### config.mk
export PLATFORM = sky130hd
export DESIGN_NAME = wb_arbiter
export DESIGN_NICKNAME = d
export VERILOG_FILES = /design/src/rtl/wb_pkg.sv /design/src/rtl/wb_rr_pick.sv /design/src/rtl/wb_arbiter.sv
export SDC_FILE = /design/constraint.sdc
export NUM_CORES = 1
export LEC_CHECK = 0
export ABC_AREA = 1
export CAP_MARGIN = 25
export CORE_AREA = 2 2 163 165
export DETAILED_ROUTE_END_ITERATION = 8
export DIE_AREA = 0 0 165 167
export PLACE_DENSITY = 0.51
export REMOVE_ABC_BUFFERS = 1
export SYNTH_ARGS = -nofsm -noshare
export SYNTH_HDL_FRONTEND = slang
export SYNTH_SLANG_ARGS = --single-unit
export TNS_END_PERCENT = 20
### constraint.sdc
create_clock -name iClk -period 2.8 [get_ports iClk]
set_input_delay 0.56 -clock iClk [delete_from_list [all_inputs] [get_ports iClk]]
set_output_delay 0.56 -clock iClk [all_outputs]
set_load 0.02 [all_outputs]
### src/rtl/wb_pkg.sv
// Shared Wishbone types: transfer width encoding and arbiter state.
package wb_pkg;

    localparam int unsigned WB_WIDTH_BITS = 2;

    typedef enum logic [WB_WIDTH_BITS-1:0] {
        eDW_B = 2'd0,
        eDW_H = 2'd1,
        eDW_W = 2'd2,
        eDW_D = 2'd3
    } eDataWidth;

    typedef enum logic {
        IDLE  = 1'b0,
        GRANT = 1'b1
    } eArbState;

endpackage

### src/rtl/wb_rr_pick.sv
// Combinational round-robin picker: first requester at or after i_last+1, wrapping.
module wb_rr_pick #(
    parameter int unsigned N  = 4,
    parameter int unsigned IW = (N > 1) ? $clog2(N) : 1
) (
    input  logic [N-1:0]  i_req,
    input  logic [IW-1:0] i_last,
    output logic [N-1:0]  o_grant,
    output logic [IW-1:0] o_idx,
    output logic          o_valid
);

    logic [IW-1:0]  w_start;
    logic [2*N-1:0] w_dbl;
    logic [N-1:0]   w_rot;
    logic [IW-1:0]  w_off;
    logic [31:0]    w_sum;

    always_comb begin
        w_start = (32'(i_last) >= N - 1) ? '0 : i_last + IW'(1);
        // Rotate so the preferred requester sits at bit 0, then take the lowest set bit.
        w_dbl   = {i_req, i_req} >> w_start;
        w_rot   = w_dbl[N-1:0];
        w_off   = '0;
        for (int i = N - 1; i >= 0; i--) begin
            if (w_rot[i]) w_off = IW'(i);
        end
        w_sum = 32'(w_start) + 32'(w_off);
        if (w_sum >= N) w_sum = w_sum - N;
        o_idx   = IW'(w_sum);
        o_valid = |i_req;
        o_grant = '0;
        if (o_valid) o_grant[o_idx] = 1'b1;
    end

endmodule

### src/rtl/wb_arbiter.sv
// N-master to one-slave Wishbone round-robin arbiter; grant held for the whole cyc.
// Optional bus watchdog enabled by defining WB_ARB_TIMEOUT_EN.
module wb_arbiter
    import wb_pkg::*;
#(
    parameter int unsigned N_MASTERS      = 4,
    parameter int unsigned ADDR_WIDTH     = 32,
    parameter int unsigned DATA_WIDTH     = 32,
    parameter int unsigned TIMEOUT_CYCLES = 256
) (
    input  logic                              iClk,
    input  logic                              nRst,
    input  logic [N_MASTERS-1:0]              m_cyc,
    input  logic [N_MASTERS-1:0]              m_stb,
    input  logic [N_MASTERS-1:0]              m_we,
    input  logic [N_MASTERS*ADDR_WIDTH-1:0]   m_addr,
    input  logic [N_MASTERS*DATA_WIDTH-1:0]   m_data_write,
    input  logic [N_MASTERS*WB_WIDTH_BITS-1:0] m_width,
    output logic [N_MASTERS-1:0]              m_ack,
    output logic [N_MASTERS-1:0]              m_err,
    output logic [DATA_WIDTH-1:0]             m_data_read,
    output logic                              s_cyc,
    output logic                              s_stb,
    output logic                              s_we,
    output logic [ADDR_WIDTH-1:0]             s_addr,
    output logic [DATA_WIDTH-1:0]             s_data_write,
    output logic [WB_WIDTH_BITS-1:0]          s_width,
    input  logic                              s_ack,
    input  logic [DATA_WIDTH-1:0]             s_data_read,
    output logic [N_MASTERS-1:0]              oGrant
);

    localparam int unsigned IW = (N_MASTERS > 1) ? $clog2(N_MASTERS) : 1;

    eArbState             r_state;
    logic [N_MASTERS-1:0] r_grant;
    logic [IW-1:0]        r_gidx;
    logic [IW-1:0]        r_last;

    logic [N_MASTERS-1:0] w_pick_grant;
    logic [IW-1:0]        w_pick_idx;
    logic                 w_pick_valid;
    logic                 w_granted;
    logic                 w_tmo;
    logic                 w_release;

    wb_rr_pick #(
        .N  (N_MASTERS),
        .IW (IW)
    ) u_pick (
        .i_req   (m_cyc),
        .i_last  (r_last),
        .o_grant (w_pick_grant),
        .o_idx   (w_pick_idx),
        .o_valid (w_pick_valid)
    );

    assign w_granted = (r_state == GRANT);
    assign w_release = w_granted && (!m_cyc[r_gidx] || w_tmo);
    assign oGrant    = r_grant;

`ifdef WB_ARB_TIMEOUT_EN
    localparam int unsigned TW = $clog2(TIMEOUT_CYCLES + 1);

    logic [TW-1:0] r_tmo_cnt;

    assign w_tmo = w_granted && (r_tmo_cnt == TW'(TIMEOUT_CYCLES));

    always_ff @(posedge iClk or negedge nRst) begin
        if (!nRst) begin
            r_tmo_cnt <= '0;
        end else if (!w_granted || s_ack || w_release) begin
            r_tmo_cnt <= '0;
        end else if (m_stb[r_gidx]) begin
            r_tmo_cnt <= r_tmo_cnt + TW'(1);
        end
    end
`else
    logic [31:0] w_unused_tmo;

    assign w_tmo        = 1'b0;
    assign w_unused_tmo = 32'(TIMEOUT_CYCLES);
`endif

    always_ff @(posedge iClk or negedge nRst) begin
        if (!nRst) begin
            r_state <= IDLE;
            r_grant <= '0;
            r_gidx  <= '0;
            r_last  <= IW'(N_MASTERS - 1);
        end else begin
            case (r_state)
                IDLE: begin
                    if (w_pick_valid) begin
                        r_state <= GRANT;
                        r_grant <= w_pick_grant;
                        r_gidx  <= w_pick_idx;
                    end
                end
                GRANT: begin
                    if (w_release) begin
                        r_state <= IDLE;
                        r_grant <= '0;
                        r_last  <= r_gidx;
                    end
                end
                default: r_state <= IDLE;
            endcase
        end
    end

    always_comb begin
        // A watchdog expiry drops the slave cycle in the same cycle the error is raised.
        s_cyc        = w_granted && !w_tmo && m_cyc[r_gidx];
        s_stb        = w_granted && !w_tmo && m_stb[r_gidx];
        s_we         = 1'b0;
        s_addr       = '0;
        s_data_write = '0;
        s_width      = WB_WIDTH_BITS'(eDW_B);
        if (w_granted) begin
            s_we         = m_we[r_gidx];
            s_addr       = m_addr[r_gidx*ADDR_WIDTH +: ADDR_WIDTH];
            s_data_write = m_data_write[r_gidx*DATA_WIDTH +: DATA_WIDTH];
            s_width      = m_width[r_gidx*WB_WIDTH_BITS +: WB_WIDTH_BITS];
        end
        m_ack = '0;
        m_err = '0;
        if (s_stb) m_ack[r_gidx] = s_ack;
        if (w_tmo) m_err[r_gidx] = 1'b1;
        m_data_read = s_data_read;
    end

endmodule

# [After elaboration in Yosys (flattened, before gate mapping)]
# Cells that the tools add are included.
[word_totals] out_inout_bits=113 regBits=9 mem_count=0 latch_bits=0 input_bits=311 elab_cells=58 ram_bits=0 rom_bits=0
[classes] div_mod_pow=0 addsub=3 bitwise_logic=2 reduce_logical=10 n_shift=4 mul=0 muxes=27 n_eq_ne=2 n_lt_le_gt_ge=6
[ops] operator="variable part select 128 x 8 -> 32 bit" n=2
[ops] operator="2-to-1 mux 32 bit" n=2
[ops] operator="2-to-1 mux 2 bit" n=7
[ops] operator="2-to-1 mux 4 bit" n=3
[ops] operator="2-to-1 mux 1 bit" n=8
[ops] operator="one-hot mux 4 bit (2 select lines)" n=1
[ops] operator="variable part select 8 x 4 -> 2 bit" n=1
[ops] operator="right shift 8 x 2 -> 4 bit" n=1
[ops] operator="binary-select mux 1 bit (select 2 bit)" n=3
[ops] operator="less-than comparator 2 x 3 -> 1 bit, second input constant" n=2
[ops] operator="AND reduction 2 bit" n=3
[ops] operator="logical AND 1 bit" n=5
[ops] operator="AND 4 bit" n=1
[ops] operator="demux 1 bit (select 2 bit)" n=2
[ops] operator=">= comparator 2 x 1 -> 1 bit, second input constant" n=2
[ops] operator="inequality test 2 x 1 -> 1 bit, second input constant" n=2
[ops] operator="OR reduction 4 bit" n=1
[ops] operator="adder 2 x 2 -> 3 bit" n=1
[ops] operator=">= comparator 3 bit, second input constant" n=1
[ops] operator="adder 2 x 1 -> 2 bit, second input constant" n=1
[ops] operator=">= comparator 2 bit, second input constant" n=1
[ops] operator="one-hot mux 1 bit (2 select lines)" n=1
[ops] operator="subtractor 2 x 1 -> 2 bit, second input constant" n=1
[ops] operator="zero test 1 bit" n=1
[ops] operator="NOT 1 bit" n=1

# [Logic depth before layout (Yosys ltp)]
# Gate-level depths: netlist (run 1).
[depth] word_depth=16 depth_mapped=16 ltp_nobuf=16

# [By module]
# From an unflattened synthesis (run 1), not the netlist that was laid out.
[hier_totals] hier_cells=598 hier_area_um2=3074.2
[by_module_without_submodules] mod="wb_arbiter" cells_each=542 n_inst=1 area_per_inst_um2=2798.9
[by_module_without_submodules] mod="wb_rr_pick" cells_each=56 n_inst=1 area_per_inst_um2=275.3

# [Least setup slack after synthesis (run 1)]
# No wires, ideal clock.
[synth_path] kind="register -> register" from="register r_last[0]" to="register r_gidx[1]" setup_slack_ns=0.676 synth_period_minus_slack_ns=2.124 required_ns=2.677 stages_incl_launch_ff=16 t_arrival_ns=2.001 path_cell_list="dfstp_2 > ha_1 > inv_1 > nand2_4 > nand2_2 > nand3_1 > nand2_2 > a31oi_1 > nor2_1 > ha_1 > xor2_1 > inv_1 > nand3_2 > nand2_4 > nand2_1 > o21ai_1"
[synth_between] elab_chain_len=10 word_cells_on_any_way=12 cone_classes="add/sub (3); order compare (2); shift (1); mux (6)"
[synth_lines] item="start: declaration" line_no="wb_arbiter.sv:38" rtl="logic [IW-1:0] r_last;"
[synth_lines] item="start signal: assignment" line_no="wb_arbiter.sv:90" rtl="r_last <= IW'(N_MASTERS - 1);"
[synth_lines] item="start signal: assignment" line_no="wb_arbiter.sv:104" rtl="r_last <= r_gidx;"
[synth_lines] item="adder 2 x 1 -> 2 bit or >= comparator 2 bit (tied branches)" line_no="wb_rr_pick.sv:20" rtl="w_start = (32'(i_last) >= N - 1) ? '0 : i_last + IW'(1);"
[synth_lines] item="2-to-1 mux 2 bit *" line_no="wb_rr_pick.sv:20"
[synth_lines] item="right shift 8 x 2 -> 4 bit" line_no="wb_rr_pick.sv:22" rtl="w_dbl = {i_req, i_req} >> w_start;"
[synth_lines] item="2-to-1 mux 2 bit (4 in series)" line_no="wb_rr_pick.sv:26" rtl="if (w_rot[i]) w_off = IW'(i);"
[synth_lines] item="adder 2 x 2 -> 3 bit *" line_no="wb_rr_pick.sv:28" rtl="w_sum = 32'(w_start) + 32'(w_off);"
[synth_lines] item=">= comparator 3 bit or subtractor 2 x 1 -> 2 bit (tied branches)" line_no="wb_rr_pick.sv:29" rtl="if (w_sum >= N) w_sum = w_sum - N;"
[synth_lines] item="2-to-1 mux 2 bit *" line_no="wb_rr_pick.sv:29"
[synth_lines] item="end signal: assignment" line_no="wb_arbiter.sv:97" rtl="r_gidx <= w_pick_idx;"
[synth_lines] item="end: declaration" line_no="wb_arbiter.sv:37" rtl="logic [IW-1:0] r_gidx;"
# Every way passes the cells marked *; elsewhere a longest branch is shown, timed or not.
# A chain may end at the register's enable or synchronous reset.

# [Final worst setup path (run 1)]
[layout_path] from="register r_gidx[1]" to="output port s_data_write[3]"
[layout_between] elab_chain_len=2
[layout_lines] item="variable part select 128 x 8 -> 32 bit" line_no="wb_arbiter.sv:123" rtl="s_data_write = m_data_write[r_gidx*DATA_WIDTH +: DATA_WIDTH];"
[layout_lines] item="2-to-1 mux 32 bit" line_no="wb_arbiter.sv:120" rtl="if (w_granted) begin"
[layout_lines] item="end: declaration" line_no="wb_arbiter.sv:26" rtl="output logic [DATA_WIDTH-1:0] s_data_write,"
# Every way passes these cells.

==> summary.txt, run 1 <==
Status
  • Outcome: finished, final reports clean

Power
  • Lkg Pwr: 0.00245 uW
  • VDD IR-drop max: 0.585 mV
  • Power Density: 972 nW/um^2

Die
  • Starting density of the core: 0.110
  • Die ar.: around 28000 um^2
  • # IOs: 424
  • Core footprint: between 20000 and 30000 um^2
  • Cell Rows: 59
  • Die W: 165 um
  • Die Y-Extent: 167 um

Cells and area
  • Final std cell area, no fill: 6660 um^2
  • Fillers: 2844
  • Final Net Count: between 1000 and 1500
  • Most common cell after layout, fill and taps aside: clkdlybuf4s50_1
  • Share of cells above drive strength 1: 0.0791
  • Seq. cell area: 233 um^2
  • Ant diodes: 0
  • Most frequent cells in the layout: clkdlybuf4s50_1, nand3_1, a31oi_1, a22oi_1, nand2_1
  • Multi-input gate area: 2060 um^2
  • Area Growth Syn to Fin: 134%

Routing
  • Post-Route WL: 19700 um
  • Drt drc: 0
  • Antenna-violating nets left: 0
  • Detailed Route Iter0 Violations: roughly 210
  • DR vias: 4764
  • DRT Pass-1 Iters: 5
  • Per-cell routed wire length: 18.0 um
  • DR vias/cell: 4.35

Clock network
  • CTS H-Tree Depth: 1
  • CTS tree: yes
  • Hold_buf cts: 0
  • Clock Sinks: 9
  • CTS max path bufs: 2
  • Clk Tree Root Cell: clkbuf_16
  • Cts bufs inserted: 3
  • Worst-Skew Late Latency: 0.23 ns
  • Clk slew on worst S/H paths: 0.04 ns

Timing
  • Max Slew Vio Count: 0
  • Final hold vios: 0
  • Max Clock Skew: 0.00313 ns
  • Final min period: 2.71 ns
  • Final setup margin: 0.0883 ns
  • Fmax: about 370 MHz
  • Unrepaired setup endpoints after global routing: no
  • # setup viols final: 0
  • Fin crit share: 0.968

Setup path
  • FF-to-FF path depth: 15
  • Type of the worst setup path: register to primary output
  • CP endpoint kind: primary output
  • Crit-path max FO: 36
  • Req. time, crit path: 2.24 ns
  • CP Data Arrival Time: 2.15 ns
  • Crit start category: register

Placement
  • Hpwl dp: 16000 um
  • Port Buf Inserts: 355
  • Routability cong.: about 0.76
  • Pre-CTS setup slack: 0.0645 ns
  • Area after DPL: 6590 um^2

Run
  • # Max-Cap Violations: 0

Synthesis
  • Mux cell area share after synthesis: 0
  • Avg Cell Area, Syn: 6.15 um^2
  • Synth warn: 0
  • Post-synth top area cell: nand3_1
  • Register area share after synthesis: 0.0800
  • Unique masters post-synth: 28
  • Simple-Gate Fraction of Synth Area: 0.353
  • Compound-gate portion of the synthesized area: 0.350
  • Register bit total from synthesis: 9
  • Largest family of logic cells by synthesized area: simple AND/OR/NAND/NOR gates
  • Adder-Cell Fraction of Synth Area: 0.00880
  • Yosys top cell area share: 0.250
  • Synthesized area: 2850 um^2
  • Syn Inst Count: 463
  • Dominant cells by area after synthesis: nand3_1, a22oi_1, a31oi_1
  • Xor/xnor cell area share of the yosys netlist: 0.00308

Global route
  • Vias in the first global route: 4751
  • Largest net degree at the start of global routing: 58
  • GRT Util Overall: 0.132
  • Grt ovf: 0
  • Global-route wire length before repair: around 28000 um
  • Antenna violations before repair: 0

Worst hold path
  • Hold Crit Class: register to register
  • Hold path cells: 2
-- cell type report --
class,instances,area share
multi-input combinational,353,0.309
tap,335,0.0629
timing repair buffer,376,0.572
inverter,17,0.00995
sequential,9,0.0349
clock buffer,4,0.0118
-- repair_timing --
action | CTS | global route
setup buffers | 0 | 0
setup endpoints to repair | 21 | 6
hold endpoints to repair | 0 | 0
resized for setup | 21 | 6
-- cell usage after synthesis --
master,instances
nand2_2,13
nor2_1,5
o22ai_1,2
a21oi_1,1
o21ai_0,4
a22oi_1,67
nand3_1,142
ha_1,2
inv_1,10
a31oi_1,68
xor2_1,1
buf_4,44
inv_4,1
dfstp_2,2
inv_2,6
dfrtp_1,7
conb_1,1
nand2_4,2
nor3_1,4
nor2_2,1
nand3_2,1
nand2_1,30
buf_2,16
o21ai_2,2
clkbuf_1,27
nor2_4,2
o21ai_1,1
a22o_1,1
-- per-layer routing --
metal | track usage | part of all wire
met3 | 0.0620 | 0.10
met4 | 0.00756 | 0.0055
met5 | 0.0382 | 0.0064
met1 | 0.164 | 0.43
met2 | 0.213 | 0.46
-- registers in the layout, summed over array words and instances (netlist names) --
name     flops
r_state      1
oGrant       4
r_last       2
r_gidx       2
-- logic make-up after synthesis --
logic type / after synthesis
buf+inv: 104
xor+xnor: 1
flops: 9
fa+ha+maj: 2
compound gates: 146
other cells: 1
simple gates: 200
-- worst paths after layout --
path	start	endpoint	slack [ns]
setup / recovery	r_gidx[1]	s_data_write[3]	0.09
hold / removal	oGrant[3]	oGrant[3]	0.48
setup reg to reg	r_last[0]	r_gidx[1]	0.50
hold reg to reg	oGrant[3]	oGrant[3]	0.48
max in group asynchronous	nRst	r_gidx[1]	1.83
min in group asynchronous	nRst	r_gidx[1]	0.64
-- power by group --
part | leakage [uW] | total, uW | internal (uW) | switching (uW)
clock network | 0.0000382 | 252 | 190 | 61.6
registers | 0.000108 | 266 | 207 | 59.7
logic | 0.00231 | 5960 | 2480 | 3480
-- worst max-delay path, cell delays in order (launching register included) --
cell	delay (ns)
dfrtp_4	0.47
inv_2	0.08
nand2_2	0.09
inv_2	0.12
buf_12	0.21
a22oi_1	0.10
a31oi_1	0.16
clkdlybuf4s50_1	0.65
-- per-stage QoR --
| step | cells | util | hold slack [ns] | total power (uW) | setup TNS (ns) |
|---|---|---|---|---|---|
| after floorplan | 379 | - | 0.264 | 3390 | -96.04 |
| after global placement | 1090 | 0.256 | 0.471 | 6430 | 0 |
| after detailed placement | 1090 | 0.256 | 0.467 | 6390 | 0 |
| after CTS | 1094 | 0.258 | 0.479 | 6560 | 0 |
| after global routing | 1094 | 0.259 | 0.516 | 7000 | 0 |
| final | 1094 | 0.259 | 0.477 | 6480 | 0 |
No activity file was read; power rests on OpenSTA's default activity.
==> inputs of run 2 (changes only) <==
- PLACE_DENSITY: 0.51 -> not set
==> run 2 against run 1 <==
  * Critical path depth decreased by 1
  * Largest cell class unchanged
  * Via count up 4.0%
  * Combinational power down 2%
  * Core utilization rose by 0.078 points
  * Routed wire length rose by 3.0%
  * Register-to-register slack got worse by 0.02 ns
  * Final cell count is 0.46% lower
  * Non-clock buffer count decreased by 5
  * Sequential cell count unchanged
  * Final area is 0.30% higher
  * First-iteration DRC count up 30%
  * Count of clock-buffer cells in the layout unchanged
  * Highest routed layer unchanged
==> summary.txt, run 2 (synthesis gave the netlist of run 1 again) <==
Placement
  • Placed Cells: 1085 (-0.46%)
  • Routability cong.: 0.859 (+12%)
  • Port Buf Inserts: 355 (unchanged)
  • Hpwl dp: 16400 um (+2.5%)

Cells and area
  • Multi-input gate area: 2050 um^2 (-0.30%)
  • Fillers: 2865 (+0.74%)
  • Ant diodes: 0 (unchanged)
  • Most common cell after layout, fill and taps aside: clkdlybuf4s50_1
  • Share of cells above drive strength 1: 0.0729 (-0.00611)
  • Final Net Count: 1068 (-0.47%)
  • Area Growth Syn to Fin: 135%
  • Most frequent cells in the layout: clkdlybuf4s50_1, nand3_1, a31oi_1, a22oi_1, dlymetal6s2s_1
  • Final cell count without fillers: 1089 (-0.46%)
  • Largest register FFs: 4 (unchanged)
  • Seq. cell area: 233 um^2 (unchanged)

Routing
  • Per-cell routed wire length: 18.6 um (+3.5%)
  • DR vias: 4954 (+4.0%)
  • Antenna-violating nets left: 0 (unchanged)
  • DR vias/cell: 4.55 (+4.5%)
  • DRT Pass-1 Iters: 6 (+1)
  • Detailed Route Iter0 Violations: 270 (+30%)
  • Post-Route WL: 20300 um (+3.0%)
  • Drt drc: 0 (unchanged)

Clock network
  • Clk slew on worst S/H paths: 0.04 ns (about the same)
  • CTS tree: yes
  • Post-cts repair resize count: 29 (+38%)
  • Hold_buf cts: 0 (unchanged)
  • CTS max path bufs: 2 (unchanged)
  • Clk Tree Root Cell: clkbuf_16
  • Cts bufs inserted: 3 (unchanged)
  • # Post-CTS Setup Buffers: 0 (unchanged)
  • Clock Sinks: 9 (unchanged)
  • CTS H-Tree Depth: 1 (unchanged)
  • Worst-Skew Late Latency: 0.23 ns (about the same)

Die
  • Starting density of the core: 0.110 (unchanged)
  • # IOs: 424 (unchanged)
  • Cell Rows: 59 (unchanged)
  • Die ar.: 27600 um^2 (unchanged)
  • Die Y-Extent: 167 um (unchanged)
  • Core footprint: 25800 um^2 (unchanged)
  • Die W: 165 um (unchanged)

Global route
  • Antenna violations before repair: 0 (unchanged)
  • Vias in the first global route: 4769 (+0.38%)
  • Grt ovf: 0 (unchanged)
  • GRT Util Overall: 0.135 (+0.00321)
  • Global-route wire length before repair: 28500 um (+1.5%)
  • Largest net degree at the start of global routing: 69 (+19%)

Power
  • VDD IR-drop max: 0.461 mV (-21%)
  • Sw Ratio: 0.571 (+0.0158)
  • Sequential Power Share: 0.044 (+0.003)
  • Gate power share: 0.917 (-0.003)
  • Clock network power share: 0.040 (about the same)
  • Power Density: 951 nW/um^2 (-2.2%)
  • Internal cell power: 2720 uW (-5.4%)
  • Lkg Pwr: 0.00290 uW (+18%)
  • Net Sw Power: 3630 uW (+0.92%)

Status
  • Outcome: finished, final reports clean

Timing
  • Final setup TNS: 0 ns (unchanged)
  • Fmax: 375 MHz (+1.8%)
  • # setup viols final: 0 (unchanged)
  • Fin crit share: 0.952 (-0.0167)
  • Final hold vios: 0 (unchanged)
  • Unrepaired setup endpoints after global routing: yes
  • Max Slew Vio Count: 0 (unchanged)
  • Max Clock Skew: 0.00417 ns (+0.00104 ns)
  • Final min period: 2.67 ns (-0.0467 ns)

Setup path
  • Crit start category: register
  • Req. time, crit path: 2.24 ns (about the same)
  • Crit-path max FO: 25 (-31%)
  • CP Data Arrival Time: 2.11 ns (-0.04 ns)
  • CP cell instances: buf_4 -> nand2_1 -> o22ai_1 -> nor2_1 -> nor2_1 -> clkdlybuf4s50_1
  • Buf+Inv Stages, Crit Path: 2 (-2)
  • Type of the worst setup path: register to primary output
  • Crit-path max cell delay: 0.62 ns (-0.03 ns)
  • CP max-delay cell: clkdlybuf4s50_1
  • CP endpoint kind: primary output
  • Most frequent CP cell: nor2_1
  • Crit path max-delay family: buffers and inverters

Worst hold path
  • Hold Crit Class: register to register

Run
  • # Max-Cap Violations: 0 (unchanged)
run 2: cell count changes in the layout (fill, tap and decap cells not counted):
cell and change:
a31oi_2 -1, buf_4 -4, a31oi_1 +1, dlymetal6s2s_1 +31, clkdlybuf4s50_1 -41, dlygate4sd2_1 +9
run 2: tightest hold or removal path, cell delays in order (launching register included):
cell and delay, ns:
dfrtp_1 0.33, nand2_1 0.05, nand2_1 0.05
run 2: layout make-up:
cell class	instances	area share
clock buffer	4	0.0118
inverter	17	0.00993
multi-input combinational	353	0.307
sequential	9	0.0348
tap	335	0.0627
timing repair buffer	371	0.574
run 2: path summary, 6_finish.rpt:
kind	from	end	slack, ns	cells past startpoint
max in group asynchronous	nRst	r_gidx[1]	1.80	1
max	r_gidx[0]	s_cyc	0.13	6
min	oGrant[0]	oGrant[0]	0.47	2
min in group asynchronous	nRst	r_state	0.65	1
max reg2reg	r_last[0]	r_gidx[1]	0.48	15
min reg2reg	oGrant[0]	oGrant[0]	0.47	2
run 2: through the flow:
step / hold slack, ns / utilization / power, uW / setup slack (ns) / instance area (um^2)
after floorplan: 0.264 / - / 3390 / -1.42 / 2340
after CTS: 0.478 / 0.256 / 6470 / 0.000408 / 6590
after global routing: 0.488 / 0.259 / 6780 / -0.00536 / 6680
final: 0.469 / 0.259 / 6360 / 0.135 / 6680
after detailed placement: 0.466 / 0.254 / 6350 / 0.0833 / 6550
after global placement: 0.462 / 0.254 / 6340 / 0.0808 / 6550
run 2: layer usage:
layer / vias to the layer above / share of wire / GRT usage
li1: 2299 / - / -
met1: 2300 / 0.41 / 0.168
met2: 319 / 0.46 / 0.218
met3: 34 / 0.11 / 0.0580
met4: 2 / 0.014 / 0.0147
met5: - / 0.0060 / 0.0345
run 2: power by group through the flow:
stage / logic (uW) / clock network (uW) / registers (uW)
after floorplan: 2860 / 0 / 526
after global placement: 6060 / 0 / 276
after detailed placement: 6070 / 0 / 277
after CTS: 5930 / 261 / 276
after global routing: 6230 / 269 / 284
final: 5830 / 252 / 277
